==> src/rtl/mem_r_arbiter.sv <==
// Round-robin arbiter sharing one AXI read channel among N_REQ read masters.
// One burst outstanding at a time; AR and R phases are routed to the granted requester.
module mem_r_arbiter #(
  parameter int unsigned N_REQ  = 3,
  parameter int unsigned ADDR_W = 32,
  parameter int unsigned DATA_W = 32
) (
  input  logic                      clock,
  input  logic                      reset,
  input  logic [N_REQ-1:0]          s_arvalid,
  output logic [N_REQ-1:0]          s_arready,
  input  logic [N_REQ*ADDR_W-1:0]   s_araddr,
  input  logic [N_REQ*8-1:0]        s_arlen,
  input  logic [N_REQ*3-1:0]        s_arsize,
  input  logic [N_REQ*2-1:0]        s_arburst,
  output logic [N_REQ-1:0]          s_rvalid,
  input  logic [N_REQ-1:0]          s_rready,
  output logic [DATA_W-1:0]         s_rdata,
  output logic [1:0]                s_rresp,
  output logic                      s_rlast,
  output logic                      m_arvalid,
  input  logic                      m_arready,
  output logic [ADDR_W-1:0]         m_araddr,
  output logic [3:0]                m_arid,
  output logic [7:0]                m_arlen,
  output logic [2:0]                m_arsize,
  output logic [1:0]                m_arburst,
  input  logic                      m_rvalid,
  output logic                      m_rready,
  input  logic [DATA_W-1:0]         m_rdata,
  input  logic [1:0]                m_rresp,
  input  logic                      m_rlast,
  input  logic [3:0]                m_rid
);

  localparam int unsigned GW = (N_REQ > 1) ? $clog2(N_REQ) : 1;

  typedef enum logic [1:0] {IDLE, AR, R} state_t;

  state_t        state, state_nxt;
  logic [GW-1:0] grant, grant_nxt;
  logic [GW-1:0] ptr, ptr_nxt;
  logic [GW-1:0] win;
  logic [GW:0]   scan_idx;
  logic          found;
  logic          unused_rid;

  assign unused_rid = ^m_rid;

  // First requesting index at or above ptr, wrapping at N_REQ
  always_comb begin
    win      = ptr;
    found    = 1'b0;
    scan_idx = '0;
    for (int unsigned i = 0; i < N_REQ; i++) begin
      scan_idx = {1'b0, ptr} + (GW+1)'(i);
      if (scan_idx >= (GW+1)'(N_REQ)) scan_idx = scan_idx - (GW+1)'(N_REQ);
      if (!found && s_arvalid[GW'(scan_idx)]) begin
        found = 1'b1;
        win   = GW'(scan_idx);
      end
    end
  end

  // Address payload always follows the current grant; data returns are broadcast
  assign m_araddr  = s_araddr[int'(grant)*ADDR_W +: ADDR_W];
  assign m_arlen   = s_arlen[int'(grant)*8 +: 8];
  assign m_arsize  = s_arsize[int'(grant)*3 +: 3];
  assign m_arburst = s_arburst[int'(grant)*2 +: 2];
  assign m_arid    = 4'(grant);
  assign s_rdata   = m_rdata;
  assign s_rresp   = m_rresp;
  assign s_rlast   = m_rlast;

  always_ff @(posedge clock) begin
    if (reset) begin
      state <= IDLE;
      grant <= '0;
      ptr   <= '0;
    end else begin
      state <= state_nxt;
      grant <= grant_nxt;
      ptr   <= ptr_nxt;
    end
  end

  always_comb begin
    state_nxt = state;
    grant_nxt = grant;
    ptr_nxt   = ptr;
    m_arvalid = 1'b0;
    m_rready  = 1'b0;
    s_arready = '0;
    s_rvalid  = '0;
    case (state)
      IDLE: begin
        if (found) begin
          grant_nxt = win;
          state_nxt = AR;
        end
      end
      AR: begin
        m_arvalid        = s_arvalid[grant];
        s_arready[grant] = m_arready;
        if (s_arvalid[grant] && m_arready) state_nxt = R;
        else if (!s_arvalid[grant])        state_nxt = IDLE;
      end
      R: begin
        s_rvalid[grant] = m_rvalid;
        m_rready        = s_rready[grant];
        if (m_rvalid && s_rready[grant] && m_rlast) begin
          state_nxt = IDLE;
          ptr_nxt   = (grant == GW'(N_REQ-1)) ? '0 : grant + GW'(1);
        end
      end
      default: state_nxt = IDLE;
    endcase
  end

endmodule

==> config.mk <==
export PLATFORM = sky130hd
export DESIGN_NAME = mem_r_arbiter
export DESIGN_NICKNAME = d
export VERILOG_FILES = /design/src/rtl/mem_r_arbiter.sv
export SDC_FILE = /design/constraint.sdc
export NUM_CORES = 1
export LEC_CHECK = 0
export CORE_AREA = 4 4 106 108
export DETAILED_ROUTE_END_ITERATION = 8
export DIE_AREA = 0 0 110 112
export PLACE_DENSITY = 0.66
export SLEW_MARGIN = 30
export SYNTH_ARGS = -nofsm -noshare
export SYNTH_HDL_FRONTEND = slang
export SYNTH_SLANG_ARGS = --single-unit
==> constraint.sdc <==
create_clock -name clock -period 2.6 [get_ports clock]
set_input_delay 0.65 -clock clock [delete_from_list [all_inputs] [get_ports clock]]
set_output_delay 0.65 -clock clock [all_outputs]
set_load 0.1 [all_outputs]
Word-level counts from Yosys, hierarchy flattened
Index checks and enable logic that the tools add are counted.

operators by class
  equal/unequal tests = 6
  bitwise logic cells = 2
  multiplexer cells = 31
  order comparisons = 8
  reductions and logical operators = 12
  multipliers = 1
  shift-type cells = 4
  add/sub/neg operators = 6

operator list
  cell                                                                                  count
  96-bit by 8-bit indexed part select with 32-bit output                                1
  24-bit by 6-bit indexed part select with 8-bit output                                 1
  2-bit 2-to-1 mux                                                                      11
  2-bit by 3-bit less-than comparator with 1-bit output (second input constant)         4
  1-bit 2-to-1 mux                                                                      11
  1-bit binary-select mux with 2-bit select                                             5
  9-bit by 5-bit indexed part select with 3-bit output                                  1
  3-bit bitwise AND                                                                     2
  3-bit by 2-bit greater-or-equal comparator with 1-bit output (second input constant)  2
  1-bit logical AND                                                                     6
  3-bit 2-to-1 mux                                                                      2
  2-bit one-hot mux with 3 select lines                                                 1
  6-bit by 4-bit indexed part select with 2-bit output                                  1
  2-bit subtractor (second input constant)                                              3
  2-bit == test (second input constant)                                                 2
  2-bit by 2-bit multiplier with 4-bit output (second input constant)                   1
  2-bit != test (second input constant)                                                 2
  2-bit AND reduction                                                                   2
  2-bit by 1-bit adder with 3-bit output (second input constant)                        1
  2-bit by 2-bit adder with 3-bit output (second input constant)                        1
  3-bit != test (second input constant)                                                 1
  3-bit AND reduction                                                                   1
  2-bit by 1-bit adder with 2-bit output (second input constant)                        1
  1-bit demux with 2-bit select                                                         1
  5 further kinds                                                                       6

storage, ports and cells
  output and inout bits = 92
  input port bits = 184
  logic and storage cells = 73
  register bits = 6

Longest topological paths before layout
Gate-level depths: netlist (run 1).

  word-level depth = 13
  mapped depth = 7
  depth with buffers taken out = 6

Worst setup path after synthesis (run 1)
Ideal clock, no wire load.

  path type = register to output
  start point = reg grant[1]
  end point = out m_arvalid
  setup slack = -1.864 ns
  path buffers = 2
  arrival = 3.814 ns
  stages on the path, launching flop included = 6
  required time = 1.950 ns
  cells stage by stage = dfxtp_1 > buf_4 > nor2b_4 > buf_6 > a2bb2oi_1 > nor3b_1

on the way
  word-level cells in the longest chain between the ends = 3

ends and longest elaborated chain
  what                                       line  RTL
  start: declaration                         41    logic [GW-1:0] grant, grant_nxt;
  start signal: assignment                   82    grant <= grant_nxt;
  1-bit binary-select mux with 2-bit select  103   m_arvalid = s_arvalid[grant];
  1-bit 2-to-1 mux (implied by the code)     103
  1-bit 2-to-1 mux                           95    case (state)
  end: declaration                           21    output logic m_arvalid,

No other way between the ends. The select of a mux whose other input is x is not followed.

Final worst setup path (run 1)
  start point = in m_arready
  end point = out s_arready[0]

on the way
  word-level cells in the longest chain between the ends = 2

ends and longest elaborated chain
  what                         line  RTL
  start: declaration           22    input logic m_arready,
  3-bit bitwise AND (no line)  --
  3-bit 2-to-1 mux             95
  end: declaration             11    output logic [N_REQ-1:0] s_arready,

No other way between the ends.

==> flow_summary.json, run 1 <==
{
  "status": "finished, final reports clean",
  "netlist_top_cells_area": "mux2i_1 (27%), buf_4 (16%), o21ai_0 (12%)",
  "core_um2": 10200,
  "clk_latency_ns": 0.22,
  "grt-busiest-layer": "met2",
  "final_antenna_net_count": 0,
  "design_power_total_uw": 2090,
  "worst-path-max-fanout": 4,
  "reg2reg_depth": 6,
  "cap_violations": 0,
  "p_per_area_nw_per_um2": 428,
  "hold_depth": 2,
  "ys_ff_latch": 6,
  "yosys.area_share.simple_pct": 19.1,
  "dp.cells": 561,
  "vdd_drop_max_v": 0.000260,
  "min_path_type": "flop to flop",
  "relSlewSlack_pct": 43.4,
  "grt_max_degree": 39,
  "critPathArrivalTime_ns": 1.84,
  "ys_types": 36,
  "gr-usage-met2_pct": 27.1,
  "finalWeightedCongestion": 0.811,
  "cts_tree": "built",
  "final_max_slew_viol_count": 0,
  "yosysWarnings": 0,
  "end_kind": "primary output",
  "cts-root-buf": "clkbuf_8",
  "area_delta_synth_final_pct": 168,
  "grt_pass1_vias": 2636,
  "die_area_um2": 12300,
  "critPathBufInv": 2,
  "route.vias.total": 2524,
  "ys_top_cells_by_count": "nand2_1 (52), mux2i_1 (50), o21ai_0 (45), buf_4 (40), buf_2 (10)",
  "drc": 0,
  "worst-path-stages": 4,
  "worstPathCellList": "clkdlybuf4s50_1 -> nand3b_1 -> nor3_4 -> buf_12",
  "met3_usage_pct": 4.41,
  "use_met1_pct": 15.3,
  "start_util_pct": 17.8,
  "drtIter0Drc": 89,
  "synthMuxAreaShare_pct": 27.4,
  "cp-start-kind": "primary input",
  "crit_type": "primary input to primary output",
  "yosysTopAreaCell": "mux2i_1",
  "rsz0062_at_grt": "false",
  "clockBufferDepth": 2,
  "hold_violations": 0,
  "drive_gt1_share_pct": 30.7,
  "ys_seq_area_share_pct": 6.58,
  "ios": 276,
  "track_usage_pct": 14.2,
  "dpl-instance-area_um2": 4860,
  "period_share_pct": 95.8,
  "worst_ep_required_time_ns": 1.95,
  "rows": 37,
  "dieWidth_um": 110,
  "p_leak_uw": 0.00170,
  "fin_ws_ns": 0.109,
  "synth_edf_count": 0,
  "synth.top_cell.area_share_pct": 27.4,
  "r2r_slack_ns": 0.82,
  "via_per_inst": 4.48,
  "antenna_cells": 0,
  "clock.fmax_mhz": 401,
  "synthXorXnorAreaFrac_pct": 0,
  "routed_wl_um": 9590,
  "grt_pass1_wl_um": 14000,
  "cts_sinks": 6,
  "slowest_delay_ns": 0.47,
  "setup_tns_ns": 0,
  "h-tree-depth": 1,
  "dp_hpwl_um": 8190,
  "die_h_um": 112,
  "setup_viol": 0,
  "worst_setup_hold_path_clk_slew_ns": 0.03,
  "worstMarginPinSlew_ns": 0.849,
  "synth_compound_area_share_pct": 22.6,
  "synth_most_common_cell": "nand2_1",
  "first_pass_iters": 4,
  "post-route-min-period_ns": 2.49,
  "antenna_found_initial": 2,
  "fin_skew_ns": 0.00207,
  "portBuffers": 201,
  "critPathTopFamily": "buffers and inverters",
  "nets": 616,
  "final_cell_area_um2": 4890,
  "synth-adder-area-share_pct": 2.06,
  "synth_area_um2": 1820,
  "slowest_stage": "clkdlybuf4s50_1",
  "numCtsBuffers": 3,
  "synth_top_family_by_area": "multiplexers",
  "cts_setup_buffers": 0,
  "instances_no_fill": 563,
  "syn_avg_cell_area_um2": 6.81,
  "dp_slack_ns": -0.0111,
  "gr-total-overflow": 0,
  "drt-wirelength-per-cell_um": 17.0,
  "synth_ff_type": "dfxtp_1",
  "netlist_instances": 268,
  "async_reset_ff_share_pct": 0
}
==> final cells by class <==
cell class	count	area [um^2]
fillers	937	5340
repair buffers	211	2660
multi-input cells	201	1870
well taps	136	170
flip-flops and latches	6	128
clock buffers	3	41.3
inverters	6	22.5
==> tightest hold or removal path: cells and delay by family, from the launching register on <==
family / cells / cell delay [ns]
flip-flops: 1 / 0.33
AO/OA/AOI/OAI: 2 / 0.14
==> what timing repair did <==
item	in CTS	in global routing
pin swaps	1	1
gates cloned	0	0
setup endpoints to repair	1	1
resized for setup	2	0
hold buffers	0	0
==> report_power, final <==
group	total [uW]	internal (uW)	switching, uW
combinational	1840	742	1100
clock	139	99.4	39.5
sequential	112	97.4	15.0
==> cells in the final DEF, fill, tap and decap left out, types with 2 or more instances in the layout <==
master             n
nand2_1           52
clkbuf_8           3
ha_1               3
conb_1             2
nor2_2             3
nor3_4             2
nor2_1             4
mux2i_1           50
o21ai_4           45
dfxtp_4            2
nor2_4             2
buf_12            57
a31oi_1            4
nand3b_1           2
inv_1              6
clkdlybuf4s50_1  144
buf_4              9
dfxtp_1            4
o2bb2ai_1          3
o21a_1             3
nand2b_1           5
o22a_1             2
==> worst paths after layout <==
kind                                start      endpoint
worst min-delay path               ptr[0]        ptr[0]
worst min register to register     ptr[0]        ptr[0]
worst max register to register     ptr[0]      grant[1]
worst max-delay path            m_arready  s_arready[0]
==> cell families after synthesis <==
| group | count (synthesis) |
|---|---|
| buffers and inverters | 62 |
| DFF | 6 |
| adders and majority gates | 3 |
| AOI/OAI and AO/OA | 68 |
| muxes | 50 |
| other | 1 |
| and+or+nand+nor | 78 |
==> per-layer routing <==
metal	vias up	part of all wire (%)
li1	1215	-
met1	1163	36
met2	129	52
met3	13	11
met4	4	0.68
met5	-	0.27
==> flip-flops by register name, summed over array words and instances, names as in the netlist <==
name   count
grant      2
ptr        2
state      2
==> metrics by stage <==
step	hold WS, ns	util (%)
5_1_grt	0.578	47.8
6_report	0.518	47.8
3_5_place_dp	0.521	47.5
3_3_place_gp	0.508	47.5
4_1_cts	0.525	47.8
2_1_floorplan	0.476	-
Power figures use the tool's default switching activity.
==> run 2, diff against run 1 <==
- CORE_AREA: 4 4 106 108 -> 8 8 102 104
- PLACE_DENSITY: 0.66 -> 0.75
- clock period: 2.6 -> 2.8 ns (I/O delays scaled with it)
==> flow_summary.json, run 2 (synthesized netlist as in run 1, its figures left out) <==
{
  "end_kind": "primary output",
  "fin_util_pct": 54.6,
  "worst-path-max-fanout": 4,
  "ff_latch_area_um2": 128,
  "rows": 35,
  "hold_violations": 0,
  "cap_violations": 0,
  "dp.cells": 533,
  "cts_tree": "built",
  "grt_max_degree": 33,
  "area_delta_synth_final_pct": 166,
  "via_per_inst": 4.74,
  "cts-root-buf": "clkbuf_8",
  "worst_ep_required_time_ns": 2.10,
  "worst_setup_hold_path_clk_slew_ns": 0.03,
  "die_h_um": 112,
  "holdBufCountCts": 0,
  "grt_pass1_vias": 2799,
  "h-tree-depth": 1,
  "cts_sinks": 6,
  "fin_skew_ns": 0.00512,
  "clk_latency_ns": 0.23,
  "drtIter0Drc": 89,
  "track_usage_pct": 14.8,
  "numCtsBuffers": 3,
  "top_regs": "grant: 2 flops, ptr: 2 flops, state: 2 flops",
  "dieWidth_um": 110,
  "final_common_cell": "clkdlybuf4s50_1",
  "period_share_pct": 95.3,
  "routed_wl_um": 9780,
  "status": "finished, final reports clean",
  "vdd_drop_max_v": 0.000244,
  "min_path_type": "flop to flop",
  "start_util_pct": 20.5,
  "drive_gt1_share_pct": 30.1,
  "finalWeightedCongestion": 0.770,
  "fillers": 766,
  "antenna_found_initial": 0,
  "instances_no_fill": 536,
  "drc": 0,
  "cts_resized": 0,
  "cp-start-kind": "primary input",
  "relSlewSlack_pct": 54.3,
  "rsz0062_at_grt": "false",
  "setup_viol": 0,
  "p_leak_uw": 0.00169,
  "first_pass_iters": 4,
  "cts_setup_buffers": 0,
  "slowest_delay_ns": 0.46,
  "hold_ws_ns": 0.525,
  "drt-wirelength-per-cell_um": 18.2,
  "crit_type": "primary input to primary output",
  "grt_pass1_wl_um": 14800,
  "final_cell_mix": "clkdlybuf4s50_1 (145), buf_12 (58), nand2_1 (52), mux2i_1 (50), o21ai_4 (45)",
  "slowest_stage": "clkdlybuf4s50_1",
  "final_max_slew_viol_count": 0,
  "multiInputGateArea_um2": 1870,
  "critPathArrivalTime_ns": 1.97,
  "p_per_area_nw_per_um2": 401,
  "route.vias.total": 2541,
  "nets": 614,
  "ios": 276,
  "core_um2": 8890,
  "worstPathCellList": "clkdlybuf4s50_1 -> mux2i_1 -> a2bb2oi_1 -> nor3b_4 -> buf_12",
  "portBuffers": 201,
  "clockBufferDepth": 2,
  "antenna_cells": 0,
  "clock.fmax_mhz": 375,
  "worstMarginPinSlew_ns": 0.686,
  "dp_hpwl_um": 8480,
  "gr-total-overflow": 0,
  "die_area_um2": 12300,
  "final_antenna_net_count": 0,
  "post-route-min-period_ns": 2.67
}
run 2: cell count changes in the layout (fill, tap and decap cells not counted), sizes merged:
cell	before	now
buf	66	64
clkdlybuf4s50	144	145
dlygate4sd2	1	0
run 2: final cells by class:
| cell class | count | area share, % |
|---|---|---|
| well taps | 111 | 2.86 |
| multi-input cells | 201 | 38.5 |
| inverters | 6 | 0.464 |
| repair buffers | 209 | 54.7 |
| flip-flops and latches | 6 | 2.63 |
| clock buffers | 3 | 0.850 |
run 2: final timing paths:
path               endpoint    startpoint  cells past startpoint  slack, ns
setup / recovery  m_arvalid  s_arvalid[1]                      5       0.13
setup reg to reg   grant[0]        ptr[0]                      6       1.01
hold / removal       ptr[0]        ptr[0]                      2       0.52
hold reg to reg      ptr[0]        ptr[0]                      2       0.52
run 2: stage by stage:
step / total power (uW) / TNS [ns] / area, um^2 / worst slack [ns]
floorplan: 1360 / -0.180 / 2400 / -0.0257
global placement: 1810 / 0 / 4810 / 0.150
detailed placement: 1830 / 0 / 4810 / 0.124
CTS: 1970 / 0 / 4860 / 0.116
global route: 2010 / 0 / 4860 / 0.0807
finish: 1950 / 0 / 4860 / 0.132
run 2: report_power, final:
group / switching (uW) / total, uW / internal [uW]
clock network: 42.2 / 135 / 92.8
registers: 18.0 / 108 / 90.4
logic: 1020 / 1710 / 691
total: 1080 / 1950 / 874
run 2: worst max-delay path: cells and delay by family:
family	cells	cell delay, ns
AO/OA/AOI/OAI	1	0.37
buffers and inverters	2	0.64
multiplexers	1	0.17
AND/OR/NAND/NOR	1	0.09
run 2: routing by layer:
layer | vias to the layer above | wire length, um | share of wire (%) | global-route usage, %
met2 | 139 | 5150 | 53 | 28.1
met1 | 1165 | 3340 | 34 | 14.9
met3 | 23 | 1090 | 11 | 4.16
met4 | 0 | 189 | 1.9 | 4.23
met5 | - | 0 | 0 | 0
li1 | 1214 | - | - | -
